**config.mk**
```make
export PLATFORM = sky130hd
export DESIGN_NAME = prog_loader
export DESIGN_NICKNAME = d
export VERILOG_FILES = /design/src/rtl/prog_loader.sv
export SDC_FILE = /design/constraint.sdc
export NUM_CORES = 1
export LEC_CHECK = 0
export ABC_AREA = 1
export CAP_MARGIN = 20
export CORE_ASPECT_RATIO = 0.5
export CORE_MARGIN = 2
export CORE_UTILIZATION = 35
export CTS_BUF_LIST = sky130_fd_sc_hd__clkbuf_4
export CTS_CLUSTER_DIAMETER = 60
export DETAILED_ROUTE_END_ITERATION = 6
export PLACE_DENSITY = 0.68
export SYNTH_ARGS = -nofsm -noshare
export SYNTH_HDL_FRONTEND = slang
export SYNTH_SLANG_ARGS = --single-unit
export TNS_END_PERCENT = 1
```
**constraint.sdc**
```tcl
create_clock -name clk -period 2.2 [get_ports clk]
set_clock_uncertainty 0.1 [all_clocks]
set_input_delay 0.22 -clock clk [delete_from_list [all_inputs] [get_ports clk]]
set_output_delay 0.22 -clock clk [all_outputs]
set_load 0.05 [all_outputs]
```
**src/rtl/prog_loader.sv**
```systemverilog
// Boot loader: byte stream -> 16-bit words -> imem, CPU held in reset until done.
// Ports: clk/reset, rx_valid/rx_data/rx_ready byte sink, imem_we/addr/wdata, cpu_reset/done/error. Option: LOADER_CHECKSUM_EN.
module prog_loader #(
  parameter int n      = 16,
  parameter int ADDR_W = 7
) (
  input  logic              clk,
  input  logic              reset,
  input  logic              rx_valid,
  input  logic [7:0]        rx_data,
  output logic              rx_ready,
  output logic              imem_we,
  output logic [ADDR_W-1:0] imem_addr,
  output logic [n-1:0]      imem_wdata,
  output logic              cpu_reset,
  output logic              done,
  output logic              error
);

  localparam logic [2:0] S_LEN_HI  = 3'd0;
  localparam logic [2:0] S_LEN_LO  = 3'd1;
  localparam logic [2:0] S_DATA_HI = 3'd2;
  localparam logic [2:0] S_DATA_LO = 3'd3;
  localparam logic [2:0] S_FLUSH   = 3'd4;
  localparam logic [2:0] S_RUN     = 3'd5;
  localparam logic [2:0] S_ERROR   = 3'd6;
`ifdef LOADER_CHECKSUM_EN
  localparam logic [2:0] S_CSUM    = 3'd7;
  localparam logic [2:0] S_END     = S_CSUM;
`else
  localparam logic [2:0] S_END     = S_FLUSH;
`endif

  localparam logic [15:0] MAX_WORDS = 16'(2 ** ADDR_W);

  logic [2:0]        state_q, state_d;
  logic [7:0]        hi_q, hi_d;
  logic [ADDR_W:0]   rem_q, rem_d;
  logic [ADDR_W-1:0] wcnt_q, wcnt_d;
  logic              we_q, we_d;
  logic [ADDR_W-1:0] addr_q, addr_d;
  logic [n-1:0]      wdata_q, wdata_d;
  logic              rdy_q, rdy_d;
  logic              cpu_rst_q, cpu_rst_d;
  logic              done_q, done_d;
  logic              err_q, err_d;
`ifdef LOADER_CHECKSUM_EN
  logic [7:0]        csum_q, csum_d;
`endif

  logic        xfer;
  logic [15:0] len_w;

  assign xfer  = rx_valid && rdy_q;
  assign len_w = {hi_q, rx_data};

  always_comb begin
    state_d = state_q;
    hi_d    = hi_q;
    rem_d   = rem_q;
    wcnt_d  = wcnt_q;
    we_d    = 1'b0;
    addr_d  = addr_q;
    wdata_d = wdata_q;
`ifdef LOADER_CHECKSUM_EN
    csum_d  = csum_q;
`endif
    unique case (state_q)
      S_LEN_HI: begin
        if (xfer) begin
          hi_d    = rx_data;
          state_d = S_LEN_LO;
        end
      end
      S_LEN_LO: begin
        if (xfer) begin
          if (len_w > MAX_WORDS) begin
            state_d = S_ERROR;
          end else if (len_w == 16'd0) begin
            state_d = S_END;
          end else begin
            rem_d   = len_w[ADDR_W:0];
            state_d = S_DATA_HI;
          end
        end
      end
      S_DATA_HI: begin
        if (xfer) begin
          hi_d    = rx_data;
          state_d = S_DATA_LO;
`ifdef LOADER_CHECKSUM_EN
          csum_d  = csum_q + rx_data;
`endif
        end
      end
      S_DATA_LO: begin
        if (xfer) begin
          we_d    = 1'b1;
          addr_d  = wcnt_q;
          wdata_d = n'({hi_q, rx_data});
          // Wraps only after the 128th word, when no writes remain.
          wcnt_d  = wcnt_q + 1'b1;
          rem_d   = rem_q - 1'b1;
          state_d = (rem_q == 1) ? S_END : S_DATA_HI;
`ifdef LOADER_CHECKSUM_EN
          csum_d  = csum_q + rx_data;
`endif
        end
      end
`ifdef LOADER_CHECKSUM_EN
      S_CSUM: begin
        if (xfer) begin
          state_d = (rx_data == csum_q) ? S_FLUSH : S_ERROR;
        end
      end
`endif
      S_FLUSH: state_d = S_RUN;
      S_RUN:   state_d = S_RUN;
      S_ERROR: state_d = S_ERROR;
      default: state_d = S_ERROR;
    endcase
  end

  // Status outputs are registered from the next state so they line up
  // with the state they describe.
  always_comb begin
    rdy_d     = (state_d == S_LEN_HI)  || (state_d == S_LEN_LO) ||
                (state_d == S_DATA_HI) || (state_d == S_DATA_LO)
`ifdef LOADER_CHECKSUM_EN
                || (state_d == S_CSUM)
`endif
                ;
    cpu_rst_d = (state_d != S_RUN);
    done_d    = (state_d == S_RUN);
    err_d     = (state_d == S_ERROR);
  end

  always_ff @(posedge clk) begin
    if (reset) begin
      state_q   <= S_LEN_HI;
      hi_q      <= '0;
      rem_q     <= '0;
      wcnt_q    <= '0;
      we_q      <= 1'b0;
      addr_q    <= '0;
      wdata_q   <= '0;
      rdy_q     <= 1'b1;
      cpu_rst_q <= 1'b1;
      done_q    <= 1'b0;
      err_q     <= 1'b0;
`ifdef LOADER_CHECKSUM_EN
      csum_q    <= '0;
`endif
    end else begin
      state_q   <= state_d;
      hi_q      <= hi_d;
      rem_q     <= rem_d;
      wcnt_q    <= wcnt_d;
      we_q      <= we_d;
      addr_q    <= addr_d;
      wdata_q   <= wdata_d;
      rdy_q     <= rdy_d;
      cpu_rst_q <= cpu_rst_d;
      done_q    <= done_d;
      err_q     <= err_d;
`ifdef LOADER_CHECKSUM_EN
      csum_q    <= csum_d;
`endif
    end
  end

  assign rx_ready   = rdy_q;
  assign imem_we    = we_q;
  assign imem_addr  = addr_q;
  assign imem_wdata = wdata_q;
  assign cpu_reset  = cpu_rst_q;
  assign done       = done_q;
  assign error      = err_q;

endmodule

```
After elaboration in Yosys (flattened, before gate mapping)
Index checks and enable logic that the tools add are counted.
Word-level totals
  register bits: 54
  bits of input ports: 11
  output and inout port bits: 28
Cells by class
  add/subtract/negate cells: 2
  magnitude comparators: 1
  equal/unequal tests: 16
  muxes and demuxes: 14
  bitwise logic cells: 1
  reduce and logical (&&, ||, !) cells: 14
Operator list (count)
  8-bit two-way mux: 4
  3-bit two-way mux: 7
  16-bit by 8-bit greater-than comparator with 1-bit output (second input constant): 1
  16-bit zero test: 1
  8-bit one-hot mux with 2 select lines: 1
  3-bit one-hot mux with 5 select lines: 1
  3-bit by 2-bit equality test with 1-bit output (second input constant): 4
  3-bit equality test (second input constant): 4
  8-bit by 1-bit equality test with 1-bit output (second input constant): 1
  2-bit != test (second input constant): 4
  8-bit by 1-bit subtractor with 8-bit output (second input constant): 1
  7-bit by 1-bit adder with 7-bit output (second input constant): 1
  3-bit by 1-bit equality test with 1-bit output (second input constant): 2
  3-bit zero test: 2
  2-bit OR reduction: 3
  5-bit AND reduction: 1
  2-bit AND reduction: 2
  1-bit logical OR: 3
  3-bit != test (second input constant): 1
  2-bit nonzero test: 1
  1-bit logical AND: 1
  1-bit two-way mux: 1
  1-bit NOT: 1

Longest topological paths before layout
  depth in word-level cells: 9
  gate-level depth with buffers: 10

Worst setup path before layout
No wires, ideal clock.
  path type: register -> register
  start point: register rdy_q (netlist: rx_ready)
  end point: register rem_q[7]
  library setup time: 0.113 ns
  data arrival time: 1.625 ns
  setup slack: 0.363 ns
  cell stages (with the launch flop): 8
  clock period less this slack: 1.837 ns
  cell sequence: dfxtp_1 -> nand2_1 -> nor3_1 -> nand2_1 -> nand2_2 -> nand2_4 -> nor2_1 -> nor2_1
Between the ends
  word-level cells in the longest chain between the ends: 3
RTL lines
  from (decl): RTL line 43  | logic rdy_q, rdy_d;
  from (signal assigned): RTL line 162  | rdy_q <= rdy_d;
  1-bit logical AND *: RTL line 54  | assign xfer = rx_valid && rdy_q;
  2-bit != test (no line)
  5-bit AND reduction (no line) *
  to (signal assigned): RTL line 157  | rem_q <= rem_d;
  to (decl): RTL line 38  | logic [ADDR_W:0] rem_q, rem_d;
Mark *: on every way between the ends. The rest lies on a longest branch, timed or not.
A chain may end at the register's enable or synchronous reset.

Worst setup path after layout
  start point: register wdata_q[13] (netlist: imem_wdata[13])
  end point: output imem_wdata[13]
RTL lines
  from (decl): RTL line 42  | logic [n-1:0] wdata_q, wdata_d;
  from (signal assigned): RTL line 161  | wdata_q <= wdata_d;
  to (decl): RTL line 14  | output logic [n-1:0] imem_wdata,
No word-level cell between the ends.

==> out/qor.csv <==
stage,metric,value,unit
status,outcome,finished clean,
global_route,Total GRT Usage,15.37,%
clock_network,CTS-repair resized insts,0,
clock_network,Clock Path Buffers,2,
yosys,Mapped Nets,331,
cells_and_area,filler instances,664,
worst_setup_path,crit path DAT,1570,ps
die,I/O pin total,39,
worst_setup_path,Critical R2R Capture,rem_q[7]$_SDFFE_PP0P_,
global_route,vias in the first global route,1907,
yosys,Mapped Area,2295,um2
yosys,Syn Inst Count,317,
global_route,initial antenna violation count,0,
worst_setup_path,flop-to-flop setup slack,430,ps
min_path,hold path startpoint,imem_addr[0]$_SDFFE_PP0P_,
cells_and_area,n_diodes,0,
clock_network,worst skew pair latency,380,ps
worst_setup_path,R2R Path Start,state_q[2]$_SDFF_PP0_,
drt,routed length per instance,11.99,um
die,Die Ht,61.26,um
cells_and_area,final instance area,2845,um2
worst_setup_path,crit path cell chain,clkdlybuf4s50_1,
die,Core Area,6206,um2
worst_setup_path,Worst Setup End Kind,output port,
min_path,HP Class,flip-flop to flip-flop,
sta,final setup vio count,0,
worst_setup_path,crit path launch,imem_wdata[13]$_SDFFE_PP0P_,
die,die footprint,7259,um2
worst_setup_path,Crit-path slowest cell,clkdlybuf4s50_1,
sta,fin crit share,85.74,%
global_route,total gr overflow,0,
sta,Worst Max-Slew Pin Slew,519.3,ps
power,leak pwr,1.190,nW
die,num rows,20,
clock_network,CTS Sinks,54,
cells_and_area,final core utilization,45.85,%
power,VDD IR-drop max,266.0,uV
yosys,"EDFF count, synth",0,
yosys,"area leader, netlist",dfxtp_1,
placed_design,Post-Place Cell Area,2759,um2
yosys,Cell variety after synth,25,
placed_design,PortBufs,38,
clock_network,hold buffers post-CTS,0,
worst_setup_path,CP max FO,2,
worst_setup_path,max incr delay on CP,820,ps
sta,setup_tns,0,ps
cells_and_area,Finished Layout Cells,443,
power,pwr/cell area,730.5,nW/um2
drt,DR iter-0 viols,170,
drt,post-detailed-routing wire length,5310,um
cells_and_area,P&R area growth vs syn,23.99,%
worst_setup_path,Crit Path Category,flip-flop to output port,
drt,via/cell ratio,4.731,
drt,DRT antenna net count,0,
yosys,main flop type after synthesis,dfxtp_1,
yosys,asr flop ratio synth,0,%
global_route,largest net degree at the start of global routing,45,
placed_design,Placer Congestion,0.8047,
sta,RSZ-0062 raised after global routing,false,
clock_network,CTS tree,built,
yosys,commonest cells in the netlist,"65 x nor2_1, 54 x dfxtp_1, 46 x nand2_1",
flow_run,MaxCap Viol Count,0,
sta,Worst slew margin,65.27,%
die,Starting Density,36.98,%
placed_design,HPWL Detailed,3869,um
sta,fin crit period,1886,ps
global_route,M2 GR Usage,25.85,%
yosys,most common cell in the netlist,nor2_1,
clock_network,postcts setup bufs,0,
yosys,Synth area leaders,"dfxtp_1 47%, nor2_1 11%, o21ai_0 9.8%",
worst_setup_path,CP startpoint kind,flip-flop,
worst_setup_path,worst path required time,1880,ps
sta,count of final hold-check violations,0,
worst_setup_path,critical path depth in cells,1,
drt,Pre-antenna DRT Iters,4,
sta,fmax,530.2,MHz
clock_network,CTS H-tree depth,2,
yosys,"Seq/Total Area, Yosys",47.11,%
worst_setup_path,CP bufs+invs,1,
clock_network,CTS root buf,clkbuf_4,
sta,"Slew Viols, Final",0,
cells_and_area,# nets final,368,
yosys,top cell type's share of synthesized area,47.11,%
drt,routed vias,2096,
placed_design,dpl cells,435,
worst_setup_path,r2r worst-path depth,8,
power,overall power,2.078,mW
worst_setup_path,Worst Setup EP,imem_wdata[13],
cells_and_area,layout cell share with drive strength beyond 1,5.634,%
yosys,register bit total from synthesis,54,
drt,DRC,0,
global_route,Most Crowded Layer GR,met2,
global_route,GRT met3 Usage,2.963,%
die,die width,118.5,um
clock_network,clock-pin slew on the worst setup and hold paths,170,ps
yosys,synth warn,0,
worst_setup_path,CP top delay family,buffers and inverters,
global_route,first-pass GRT wire length,8949,um
clock_network,cts bufs inserted,5,
global_route,met1 Track Usage GR,20.87,%
yosys,Syn Area/Cell,7.239,um2
==> per-layer routing <==
layer | wire length [um] | up-vias
li1 | - | 1100
met1 | 2588 | 952
met2 | 2422 | 39
met3 | 248 | 5
met4 | 51 | 0
met5 | 0 | -
==> power breakdown <==
group | switching (mW) | internal [mW] | total (mW)
Sequential | 0.0489 | 1.04 | 1.09
Combinational | 0.265 | 0.144 | 0.409
Clock | 0.336 | 0.247 | 0.583
Total | 0.649 | 1.43 | 2.08
==> placed cells by master (no fill, tap or decap), types with 3 or more instances in the layout <==
cell,n
nand3_1,10
o21ai_0,45
inv_1,29
buf_4,4
ha_1,3
a21oi_1,32
dfxtp_1,54
nand2_1,46
nor3_1,3
clkbuf_4,5
nand3b_1,4
clkdlybuf4s50_1,38
nor2_1,65
==> state kept, by name (all words and copies together), names as in the netlist <==
register	flops
rem_q	8
rx_ready	1
error	1
wcnt_q	7
imem_addr	7
imem_wdata	16
imem_we	1
hi_q	8
cpu_reset	1
state_q	3
done	1
==> metrics by stage <==
| step | setup WS [ps] | hold WS (ps) |
|---|---|---|
| 2_1_floorplan | 362.5 | 268.2 |
| 3_3_place_gp | 242.2 | 368.0 |
| 3_5_place_dp | 192.2 | 360.7 |
| 4_1_cts | 294.0 | 381.5 |
| 5_1_grt | 240.8 | 388.7 |
| 6_report | 313.8 | 378.4 |
==> cell families after synthesis <==
| kind of cell | synth area share (%) |
|---|---|
| buffers and inverters | 7.360 |
| AND/OR/NAND/NOR | 26.23 |
| adder cells (fa/ha/maj) | 1.636 |
| AO/OA/AOI/OAI | 17.67 |
| flip-flops | 47.11 |
==> worst min-delay path by stage <==
stage | cells after the start | slack (ps) | end
after floorplan | 2 | 270 | hi_q[0]$_SDFFE_PP0P_
after detailed placement | 2 | 360 | imem_addr[1]$_SDFFE_PP0P_
after global placement | 2 | 370 | imem_addr[1]$_SDFFE_PP0P_
after global routing | 3 | 390 | imem_wdata[5]$_SDFFE_PP0P_
final | 2 | 380 | imem_addr[0]$_SDFFE_PP0P_
after CTS | 2 | 380 | imem_addr[0]$_SDFFE_PP0P_
==> final cells by class <==
cell class	count	area [um2]	share of cell area, %
Sequential cell	54	1081	37.99
Multi-Input combinational cell	221	1045	36.72
Timing Repair Buffer	42	410.4	14.42
Inverter	30	112.6	3.958
Tap cell	88	110.1	3.870
Clock inverter	3	48.80	1.715
Clock buffer	5	37.54	1.319
Note: power is estimated with default switching activity, not from simulation.
